### src/rtl/ofs_plat_host_chan_active_line_throttle.sv
// rtl/ofs_plat_host_chan_active_line_throttle.sv - per-VC active-line admission control for host-channel requests
//
// Admits a request only while its VC's in-flight line count plus the request
// length stays within the effective limit. Returning completions retire lines.
// The block holds no requests; it only gates ready and keeps the counts.
//
// Ports:
//   clk, reset          clock and synchronous active-high reset
//   req_valid           request offered
//   req_vc              VC of the offered request
//   req_cl_len          length code: 0 = 1 line, 1 = 2, 3 = 4, 2 = illegal
//   req_ready           request may be accepted this cycle (independent of req_valid)
//   cpl_valid           completion returned
//   cpl_vc              VC of the completion
//   cpl_lines           lines retired by the completion (0 is ignored)
//   limit_override_en   select limit_override instead of MAX_ACTIVE_LINES
//   limit_override      runtime per-VC limit
//   active_lines        packed per-VC in-flight counts, VC v at [v*COUNT_W +: COUNT_W]
//   err_req             sticky: illegal length or unsupported VC offered
//   err_underflow       sticky: completion retired more lines than were in flight
//   stall_cycles        saturating count of cycles with req_valid & !req_ready

module ofs_plat_host_chan_active_line_throttle #(
    parameter int NUM_VCS = 4,
    parameter logic [NUM_VCS-1:0] VC_SUPPORTED_MASK = {NUM_VCS{1'b1}},
    parameter int MAX_ACTIVE_LINES = 64,
    parameter int COUNT_W = 8,
    parameter int STALL_CNT_W = 32,
    localparam int VC_W = (NUM_VCS > 1) ? $clog2(NUM_VCS) : 1
) (
    input  logic                         clk,
    input  logic                         reset,

    input  logic                         req_valid,
    input  logic [VC_W-1:0]              req_vc,
    input  logic [1:0]                   req_cl_len,
    output logic                         req_ready,

    input  logic                         cpl_valid,
    input  logic [VC_W-1:0]              cpl_vc,
    input  logic [2:0]                   cpl_lines,

    input  logic                         limit_override_en,
    input  logic [COUNT_W-1:0]           limit_override,

    output logic [NUM_VCS*COUNT_W-1:0]   active_lines,
    output logic                         err_req,
    output logic                         err_underflow,
    output logic [STALL_CNT_W-1:0]       stall_cycles
);

    // One extra bit so active + n never wraps before the limit compare.
    localparam int SUM_W = COUNT_W + 1;
    localparam logic [SUM_W-1:0] DEFAULT_LIMIT = SUM_W'(MAX_ACTIVE_LINES);

    logic [COUNT_W-1:0]     active_q [NUM_VCS];
    logic [COUNT_W-1:0]     active_nxt [NUM_VCS];
    logic [NUM_VCS-1:0]     vc_underflow;
    logic                   err_req_q;
    logic                   err_underflow_q;
    logic [STALL_CNT_W-1:0] stall_q;

    // ------------------------------------------------------------------
    // Request length decode
    // ------------------------------------------------------------------
    logic [2:0] req_n;
    logic       len_legal;

    always_comb begin
        req_n     = 3'd0;
        len_legal = 1'b0;
        case (req_cl_len)
            2'd0: begin req_n = 3'd1; len_legal = 1'b1; end
            2'd1: begin req_n = 3'd2; len_legal = 1'b1; end
            2'd3: begin req_n = 3'd4; len_legal = 1'b1; end
            default: begin req_n = 3'd0; len_legal = 1'b0; end
        endcase
    end

    // ------------------------------------------------------------------
    // VC lookups. Indices beyond NUM_VCS (possible when NUM_VCS is not a
    // power of two) match no entry and are therefore unsupported.
    // ------------------------------------------------------------------
    logic               req_vc_supported;
    logic [COUNT_W-1:0] req_vc_active;
    logic               cpl_vc_supported;

    always_comb begin
        req_vc_supported = 1'b0;
        req_vc_active    = '0;
        cpl_vc_supported = 1'b0;
        for (int v = 0; v < NUM_VCS; v++) begin
            if (req_vc == VC_W'(v)) begin
                req_vc_supported = VC_SUPPORTED_MASK[v];
                req_vc_active    = active_q[v];
            end
            if (cpl_vc == VC_W'(v)) begin
                cpl_vc_supported = VC_SUPPORTED_MASK[v];
            end
        end
    end

    // ------------------------------------------------------------------
    // Admission
    // ------------------------------------------------------------------
    logic [SUM_W-1:0] limit_eff;
    logic [SUM_W-1:0] req_sum;
    logic             fits;
    logic             accept;
    logic             req_bad;
    logic             cpl_unsupported;

    always_comb begin
        limit_eff = limit_override_en ? {1'b0, limit_override} : DEFAULT_LIMIT;
        req_sum   = {1'b0, req_vc_active} + SUM_W'(req_n);
        fits      = (req_sum <= limit_eff);
        req_ready = !reset && req_vc_supported && len_legal && fits;
        accept    = req_valid && req_ready;
        // A bad request never becomes ready, so it is flagged every cycle
        // it is offered until the upstream owner drops it.
        req_bad   = req_valid && (!req_vc_supported || !len_legal);
        cpl_unsupported = cpl_valid && !cpl_vc_supported && (cpl_lines != 3'd0);
    end

    // ------------------------------------------------------------------
    // Per-VC next count: accept and completion on the same VC collapse
    // into a single net update, saturating at zero on underflow.
    // ------------------------------------------------------------------
    always_comb begin : next_count
        logic [SUM_W-1:0] inc;
        logic [SUM_W-1:0] dec;
        logic [SUM_W-1:0] sum;
        inc = '0;
        dec = '0;
        sum = '0;
        vc_underflow = '0;
        for (int v = 0; v < NUM_VCS; v++) begin
            inc = (accept && (req_vc == VC_W'(v))) ? SUM_W'(req_n) : '0;
            dec = (cpl_valid && (cpl_vc == VC_W'(v)) && VC_SUPPORTED_MASK[v])
                  ? SUM_W'(cpl_lines) : '0;
            sum = {1'b0, active_q[v]} + inc;
            if (dec > sum) begin
                active_nxt[v]   = '0;
                vc_underflow[v] = 1'b1;
            end else begin
                active_nxt[v]   = COUNT_W'(sum - dec);
            end
        end
    end

    // ------------------------------------------------------------------
    // State
    // ------------------------------------------------------------------
    always_ff @(posedge clk) begin
        if (reset) begin
            for (int v = 0; v < NUM_VCS; v++) begin
                active_q[v] <= '0;
            end
            err_req_q       <= 1'b0;
            err_underflow_q <= 1'b0;
            stall_q         <= '0;
        end else begin
            for (int v = 0; v < NUM_VCS; v++) begin
                active_q[v] <= active_nxt[v];
            end
            if (req_bad) begin
                err_req_q <= 1'b1;
            end
            if ((|vc_underflow) || cpl_unsupported) begin
                err_underflow_q <= 1'b1;
            end
            if (req_valid && !req_ready && (stall_q != {STALL_CNT_W{1'b1}})) begin
                stall_q <= stall_q + STALL_CNT_W'(1);
            end
        end
    end

    // ------------------------------------------------------------------
    // Outputs
    // ------------------------------------------------------------------
    always_comb begin
        active_lines = '0;
        for (int v = 0; v < NUM_VCS; v++) begin
            active_lines[v*COUNT_W +: COUNT_W] = active_q[v];
        end
    end

    assign err_req       = err_req_q;
    assign err_underflow = err_underflow_q;
    assign stall_cycles  = stall_q;

endmodule

### config.mk
export PLATFORM = sky130hd
export DESIGN_NAME = ofs_plat_host_chan_active_line_throttle
export DESIGN_NICKNAME = d
export VERILOG_FILES = /design/src/rtl/ofs_plat_host_chan_active_line_throttle.sv
export SDC_FILE = /design/constraint.sdc
export NUM_CORES = 1
export LEC_CHECK = 0
export CAP_MARGIN = 0
export CORE_ASPECT_RATIO = 0.75
export CORE_MARGIN = 2
export CORE_UTILIZATION = 50
export CTS_CLUSTER_DIAMETER = 120
export CTS_CLUSTER_SIZE = 25
export DETAILED_ROUTE_END_ITERATION = 6
export PLACE_DENSITY = 0.74
export SYNTH_ARGS = -nofsm -noshare
export SYNTH_HDL_FRONTEND = slang
export SYNTH_SLANG_ARGS = --single-unit
export TNS_END_PERCENT = 100
### constraint.sdc
create_clock -name clk -period 7.4 [get_ports clk]
set_input_delay 2.22 -clock clk [delete_from_list [all_inputs] [get_ports clk]]
set_output_delay 2.22 -clock clk [all_outputs]
set_load 0.02 [all_outputs]
======== Yosys cells after proc, flatten, opt, wreduce, memory -nomap -nowiden ========
Memories as Yosys holds them, arrays and structs flattened.
Index checks and enable logic that the tools add are counted.
operators by class
  add/subtract/negate cells ............... 10
  $lt $le $gt $ge ......................... 5
  equality and inequality tests ........... 9
  mux-type cells .......................... 38
  bitwise operators ....................... 4
  reductions and logical operators ........ 30
operator list
  operator                 count
  $mux W8                  13
  $add A8 B3 Y9            5
  $gt A3 B9 Y1             4
  $add A32 B1 Y32 const B  1
  $ne A32 B32 Y1 const B   1
  $sub A8 B3 Y8            4
  $mux W3                  8
  $logic_and A1 B1 Y1      17
  $mux W1                  16
  $eq A2 B2 Y1 const B     5
  $le A9 B8 Y1             1
  $pmux W3 S3              1
  $eq A2 B1 Y1 const B     3
  $logic_not A2 Y1         3
  $logic_not A1 Y1         5
  $or A1 B1 Y1             4
  $reduce_or A4 Y1         1
  $reduce_bool A3 Y1       1
  $reduce_or A3 Y1         1
  $logic_or A1 B1 Y1       2
word-level totals
  flip-flop bits (word level) ............. 34
  bits in writable memories ............... 32
  input port bits ......................... 22
  word-level logic and storage cells ...... 100
  memories ................................ 1
memory list
  name      depth  bits a word  read ports  clocked after memory_dff  write ports  line  source
  active_q  4      8            4           0                         4            56    logic [COUNT_W-1:0] active_q [NUM_VCS];

======== Longest topological paths before layout ========
Gate-level depths: netlist of the first run.
  depth after elaboration ................. 16
  depth in mapped cells ................... 28
  gate-level depth less buffers ........... 25

======== Least setup slack after synthesis of the first run ========
No wires, ideal clock.
  path kind ............................... input -> register
  start point ............................. input port req_vc[0]
  end point ............................... memory active_q[2][6]
  arrival time ............................ 7.705 ns
  required time ........................... 7.322 ns
  setup slack ............................. -0.383 ns
  cell stages on the path ................. 28
  buffers on the path ..................... 4
  path through ............................ buf_4 clkbuf_1 mux4_2 ha_1 a21o_1 a21oi_1 nor2_1 nand3_1 xnor2_1 ha_1 a21oi_1 nand2_1 nor3_1 o211a_4 buf_4 nand2_4 nor4_1 ha_1 inv_1 fa_1 ha_1 nor2b_1 o21a_1 o21ai_0 a221oi_1 or2_2 clkbuf_1 nor3_1
RTL lines
  what         line  source
  from (decl)  35    input logic [VC_W-1:0] req_vc,
  to (decl)    56

======== Worst setup path after layout of the first run ========
  start point ............................. input port req_vc[0]
  end point ............................... output port req_ready
between the ends
  word-level cells in the longest chain between the ends .. 8
  elaborated cells on any way between the ends .. 17
  those cells by class .................... add/sub: 1; order compare: 1; eq/ne: 3; mux: 8; reduce/logical: 4
ends and longest elaborated chain
  what                                                  line      source
  $logic_not A2 Y1                                      93        if (req_vc == VC_W'(v)) begin
  $mux W8 or $mux W1 (tied branches) (4 in series)      93
  $add A8 B3 Y9 or $logic_and A1 B1 Y1 (tied branches)  115, 117
  $le A9 B8 Y1 or $logic_and A1 B1 Y1 (tied branches)   116, 117
  $logic_and A1 B1 Y1 *                                 117       req_ready = !reset && req_vc_supported && len_legal && fits;
  to (decl)                                             37        output logic req_ready,
Every way passes the cells marked *; elsewhere a longest branch is shown, timed or not.

==> results by group, run 1 <==
Setup path
  • Crit-path cells: buf_6, mux4_2, ha_4, fa_2, a21o_1, nand4_2, xnor2_1, ha_1, and3_4, nor2b_2, o2bb2ai_1, o211a_4, clkdlybuf4s15_2
  • CP Launch Type: primary input
  • Start point of the critical path: req_vc[0]
  • CP max stage delay: ~0.53 ns
  • Crit Path Max Fanout: 7
  • WP data required: about 5.2 ns
  • Critical path type: in2out
  • CP Capture Type: primary output
  • Arrival @ worst endpoint: a little over 5 ns
  • Slowest CP cell: mux4_2
  • FF-to-FF Start: active_q[2][0]$_SDFF_PP0_

Clock tree
  • H-tree depth: 3
  • CTS Buf Count: 9
  • Hold Buf Count CTS: 0
  • Root buffer cell: clkbuf_16
  • CTS clock-pin slew for the worst setup and hold paths: about 0.050 ns
  • Worst skew pair latency: ~0.34 ns
  • CTS tree: done
  • Clk sinks: 66
  • CTS Buffer Depth: 2

STA
  • Slew Viols, Final: 0
  • Relative slew slack: 39.3%
  • Final setup vio count: 0
  • Tmin final: approximately 7.4 ns
  • Fin crit share: about 100%
  • Final hold violations: 0
  • Setup_tns: 0 ns
  • Max Fclk: 136 MHz
  • Clock skew: between 0.007 and 0.008 ns
  • Least-Margin Pin Slew: around 0.9 ns

Floorplanning
  • Core ar.: roughly 11000 um^2
  • Rows: 33
  • Chip height: approximately 95 um
  • Die ar.: 12000 um^2
  • Die width: between 100 and 150 um
  • IO Pins: just under 90
  • Initial Utilization: 51.1%

Drt
  • Vias per cell: ~6.0
  • 1st-iter DRT viols: about 450
  • Vias post-DR: about 5800
  • Drt first pass iters: 4
  • Routed len/inst: approximately 18 um
  • Routed wire length: approximately 17 mm
  • Antenna-violating nets left: 0
  • DRC Markers: 0

Cells and area
  • Nets@finish: a little over 900
  • Area growth syn-to-layout: 36.6%
  • # diodes: 0
  • Non-Filler Instances: about 970
  • Share of cells above drive strength 1: between 15 and 20%

Synthesis
  • Yosys cell types: 58
  • Syn Inst Count: around 680
  • Ys async rst share: 0%
  • Synth area leaders: dfxtp_1 24%, ha_1 11%, a21oi_1 4.2%
  • Syn Nets: 758
  • Commonest cells post-synth: 66 x dfxtp_1, 55 x nor2_1, 50 x inv_1
  • Post-synth EDFFs: 0
  • Synth Cell Area: ~5500 um^2
  • Synth top area share: 23.8%
  • Syn avg cell area: 8.17 um^2
  • Yosys reg bits: 66
  • Synth Warn #: 0
  • Area leader, netlist: dfxtp_1
  • Top FF cell, synth: dfxtp_1
  • Register area share after synthesis: between 20% and 30%
  • Most common cell in the netlist: dfxtp_1

Pwr
  • Switching share of power: between 40% and 50%
  • PwrDens: ~270 nW/um^2
  • Sequential share of power: ~27%
  • Internal Pwr Total: about 1200 uW
  • Leakage: 0.00315 uW
  • Max VDD drop: just under 0.0002 V
  • Combinational share of power: just over 50%
  • Clock network power share: around 22%
  • Tot Pwr: roughly 2100 uW
  • Net Switching: 842 uW

Placement
  • Port bufs: just under 90
  • Gp weighted congestion: approximately 0.99
  • Hpwl dp: between 10 and 15 mm
  • Placed Cells: around 950

Global route
  • Gr usage total: ~29%
  • Initial antenna violation count: 0
  • First-pass GRT wire length: roughly 27 mm
  • Pin count of the biggest net entering global routing: 58
  • Grt ovf: 0
  • Vias in the first global route: ~5400

Run
  • Max-Cap Viols: 0

Worst hold path
  • Worst Hold Class: reg2reg
  • Hold Crit Start: err_req$_SDFFE_PP0P_

Outcome
  • Status: finished clean
repair_timing:
action,CTS,global route
pin swaps,0,15
setup buffers,0,2
resized for setup,12,36
endpoints found under the setup margin,34,34
worst max-delay path: cells and delay by family:
family | cells | cell delay, ns
fa+ha+maj | 3 | 0.82
xor+xnor | 1 | 0.15
buf+inv | 2 | 0.38
compound gates | 3 | 0.60
mux | 1 | 0.53
simple gates | 3 | 0.43
logic make-up after synthesis:
group | synth area share, %
muxes | 5.73
and+or+nand+nor | 27.8
xor gates and xnor gates | 6.00
buffers and inverters | 6.09
AOI/OAI and AO/OA | 16.4
adders and majority gates | 14.1
DFF | 23.8
sequential cells by signal (all words and copies together) (netlist names):
register	cells
stall_cycles	32
err_req	1
err_underflow	1
active_q	32
through the flow:
step / util (%) / hold WS, ns / setup slack, ns / cell area [um^2]
floorplan: - / 0.559 / 0.00942 / 5630
global placement: 65.2 / 0.455 / -0.701 / 7080
detailed placement: 65.2 / 0.466 / -0.890 / 7080
CTS: 68.2 / 0.479 / 0.00324 / 7410
global route: 69.8 / 0.512 / -0.0380 / 7580
finish: 69.8 / 0.475 / 0.0489 / 7580
final timing paths:
path	endpoint	cells past startpoint	slack [ns]
worst max-delay path	req_ready	13	0.05
worst min-delay path	err_req$_SDFFE_PP0P_	2	0.47
worst max register to register	err_underflow$_SDFFE_PP0P_	24	1.75
worst min register to register	err_req$_SDFFE_PP0P_	2	0.47
routing by layer:
layer  global-route usage, %  vias to the layer above  wire (um)  share of wire [%]
li1                        -                     2774          -                  -
met1                    37.3                     2745       7530                 44
met2                    46.4                      224       7940                 46
met3                    6.51                       45       1270                7.4
met4                    10.9                        0        504                2.9
met5                       0                        -          0                  0
layout make-up:
cell class | count | area (um^2)
inverters | 50 | 188
multi-input cells | 534 | 4080
fillers | 863 | 3280
repair buffers | 166 | 1490
clock buffers | 11 | 243
clock inverters | 4 | 76.3
flip-flops and latches | 66 | 1320
well taps | 140 | 175
power groups by stage:
| stage | combinational (uW) | clock, uW | sequential (uW) |
|---|---|---|---|
| floorplan | 583 | 0 | 560 |
| global placement | 955 | 0 | 555 |
| detailed placement | 989 | 0 | 558 |
| CTS | 1010 | 473 | 552 |
| global route | 1140 | 489 | 567 |
| finish | 1060 | 465 | 559 |
cells in the final DEF, fill, tap and decap left out, types with 31 or more instances in the layout:
cell type | synthesis | layout
dfxtp_1 | 66 | 66
ha_1 | 48 | 43
a21oi_1 | 46 | 44
clkdlybuf4s50_1 | 0 | 83
nand2_1 | 49 | 48
buf_4 | 4 | 75
nand3_1 | 31 | 31
inv_1 | 50 | 49
nor2_1 | 55 | 54
Power figures use the tool's default switching activity.
==> run 2, diff against run 1 <==
--- a/config.mk
+++ b/config.mk
@@ -13,6 +13,7 @@
 export CTS_CLUSTER_SIZE = 25
 export DETAILED_ROUTE_END_ITERATION = 6
 export PLACE_DENSITY = 0.74
+export SETUP_SLACK_MARGIN = 0.02
 export SYNTH_ARGS = -nofsm -noshare
 export SYNTH_HDL_FRONTEND = slang
 export SYNTH_SLANG_ARGS = --single-unit
==> results by group, run 2 (same netlist as run 1, synthesis figures left out) <==
Outcome
  • Status: finished clean

Placement
  • Placed Cells: about 950
  • Port bufs: around 90
  • Hpwl dp: 12.7 mm
  • Gp weighted congestion: just over 0.9
  • DP Area: 7080 um^2

Global route
  • Vias in the first global route: between 5000 and 6000
  • Initial antenna violation count: 1
  • Grt ovf: 0
  • Pin count of the biggest net entering global routing: 58
  • First-pass GRT wire length: around 27 mm
  • Gr usage total: around 28%

Clock tree
  • CTS clock-pin slew for the worst setup and hold paths: roughly 0.050 ns
  • H-tree depth: 3
  • CTS tree: done
  • Worst skew pair latency: 0.33 ns
  • Clk sinks: between 60 and 70
  • Root buffer cell: clkbuf_16
  • CTS Buf Count: 9
  • CTS Buffer Depth: 2

STA
  • Fin crit share: a little over nine tenths
  • Setup_tns: 0 ns
  • Least-Margin Pin Slew: about 0.9 ns
  • Relative slew slack: 39.7%
  • Max Fclk: roughly 140 MHz
  • Slew Viols, Final: 0
  • Final setup vio count: 0
  • Clock skew: 0.00672 ns
  • Tmin final: 7.23 ns
  • Final hold violations: 0

Setup path
  • Flop2flop setup slack: 1.87 ns
  • RR Endpoint: active_q[1][5]$_SDFF_PP0_
  • CP Launch Type: primary input
  • Crit Path Max Fanout: 5
  • Arrival @ worst endpoint: 5.01 ns
  • Reg2Reg Depth: 25
  • FF-to-FF Start: active_q[3][1]$_SDFF_PP0_
  • CP Capture Type: primary output
  • WP data required: 5.18 ns
  • Critical path type: in2out

Floorplanning
  • Core ar.: between 10000 and 15000 um^2
  • IO Pins: 89
  • Initial Utilization: around half
  • Die ar.: ~12000 um^2
  • Rows: 33
  • Die width: ~130 um
  • Chip height: around 95 um

Worst hold path
  • Hold Crit Start: stall_cycles[4]$_SDFFE_PP0P_
  • Hold-critical path depth: 2
  • Hold EP: stall_cycles[4]$_SDFFE_PP0P_
  • Worst Hold Class: reg2reg

Pwr
  • Combinational share of power: between 50 and 60%
  • Internal Pwr Total: between 1000 and 1500 uW
  • Tot Pwr: slightly above 2000 uW
  • Net Switching: about 840 uW
  • Max VDD drop: about 0.00019 V
  • Switching share of power: 40.9%
  • Clock network power share: 21.0%
  • Leakage: between 0.003 and 0.004 uW
  • PwrDens: about 270 nW/um^2
  • Sequential share of power: roughly 27%

Drt
  • Antenna-violating nets left: 0
  • Routed len/inst: 17.3 um
  • Vias post-DR: 5798
  • Routed wire length: 16.9 mm
  • DRC Markers: 0
  • Vias per cell: 5.96
  • 1st-iter DRT viols: 431
  • Drt first pass iters: 5

Cells and area
  • Non-Filler Instances: about 970
  • Fin util: a little over two thirds
  • Most frequent cells in the layout: 83 x clkdlybuf4s50_1, 75 x buf_4, 66 x dfxtp_1, 52 x nor2_1, 49 x inv_1
  • Commonest non-fill, non-tap cell in the layout: clkdlybuf4s50_1
  • Nets@finish: 906
  • Filler cells: 882
  • Post-route cell area: approximately 7600 um^2
  • Share of cells above drive strength 1: about a fifth
  • Area growth syn-to-layout: 37.2%

Run
  • Max-Cap Viols: 0
[run 2: per-stage QoR]
stage	worst slack [ns]	hold WS [ns]
6_report	0.173	0.494
5_1_grt	-0.0297	0.538
4_1_cts	-0.0260	0.497
3_5_place_dp	-0.791	0.481
3_3_place_gp	-0.668	0.453
2_1_floorplan	0.0177	0.559
[run 2: area by class of cell]
type	count	area, um^2	share of cell area [%]
multi-input cells	534	4140	54.4
repair buffers	166	1480	19.5
flip-flops and latches	66	1320	17.4
clock buffers	12	246	3.24
inverters	50	188	2.47
well taps	140	175	2.30
clock inverters	4	51.3	0.674
diodes	1	2.50	0.0329
[run 2: worst max-delay path by stage]
stage              start                    endpoint  slack, ns  cells past startpoint
2_1_floorplan  req_vc[0]   active_q[2][6]$_SDFF_PP0_       0.02                     28
3_3_place_gp   req_vc[0]                   req_ready      -0.67                     14
3_5_place_dp   req_vc[0]   active_q[1][5]$_SDFF_PP0_      -0.79                     26
4_1_cts        req_vc[0]  err_underflow$_SDFFE_PP0P_      -0.03                     27
5_1_grt        req_vc[0]   active_q[1][5]$_SDFF_PP0_      -0.03                     27
6_report       req_vc[1]                   req_ready       0.17                     13
[run 2: layer usage]
| metal | GRT usage (%) | routed length, um | up-vias |
|---|---|---|---|
| met2 | 45.4 | 7800 | 194 |
| met3 | 5.22 | 987 | 30 |
| met5 | 0 | 0 | - |
| met1 | 39.0 | 7740 | 2797 |
| li1 | - | - | 2777 |
| met4 | 8.70 | 346 | 0 |
[run 2: worst max-delay path, stage by stage]
cell and delay (ns):
clkdlybuf4s15_1 0.31, mux4_2 0.40, buf_4 0.17, fa_2 0.36, a21o_1 0.19, nand4_2 0.12, xnor2_1 0.14, ha_1 0.27
and3_4 0.19, nor2b_4 0.12, o2bb2ai_2 0.12, o211a_4 0.23, buf_2 0.17
[run 2: power by group through the flow]
stage,combinational (uW),sequential (uW),clock (uW)
6_report,1060,556,429
5_1_grt,1160,562,452
2_1_floorplan,584,560,0
4_1_cts,1000,550,439
3_5_place_dp,987,557,0
3_3_place_gp,954,556,0
[run 2: what timing repair did]
item,in CTS,in global routing
gates resized for setup,11,47
endpoints found under the setup margin,34,34
pin swaps,1,21
setup buffers,0,2
hold buffers,0,0
cloned,0,0
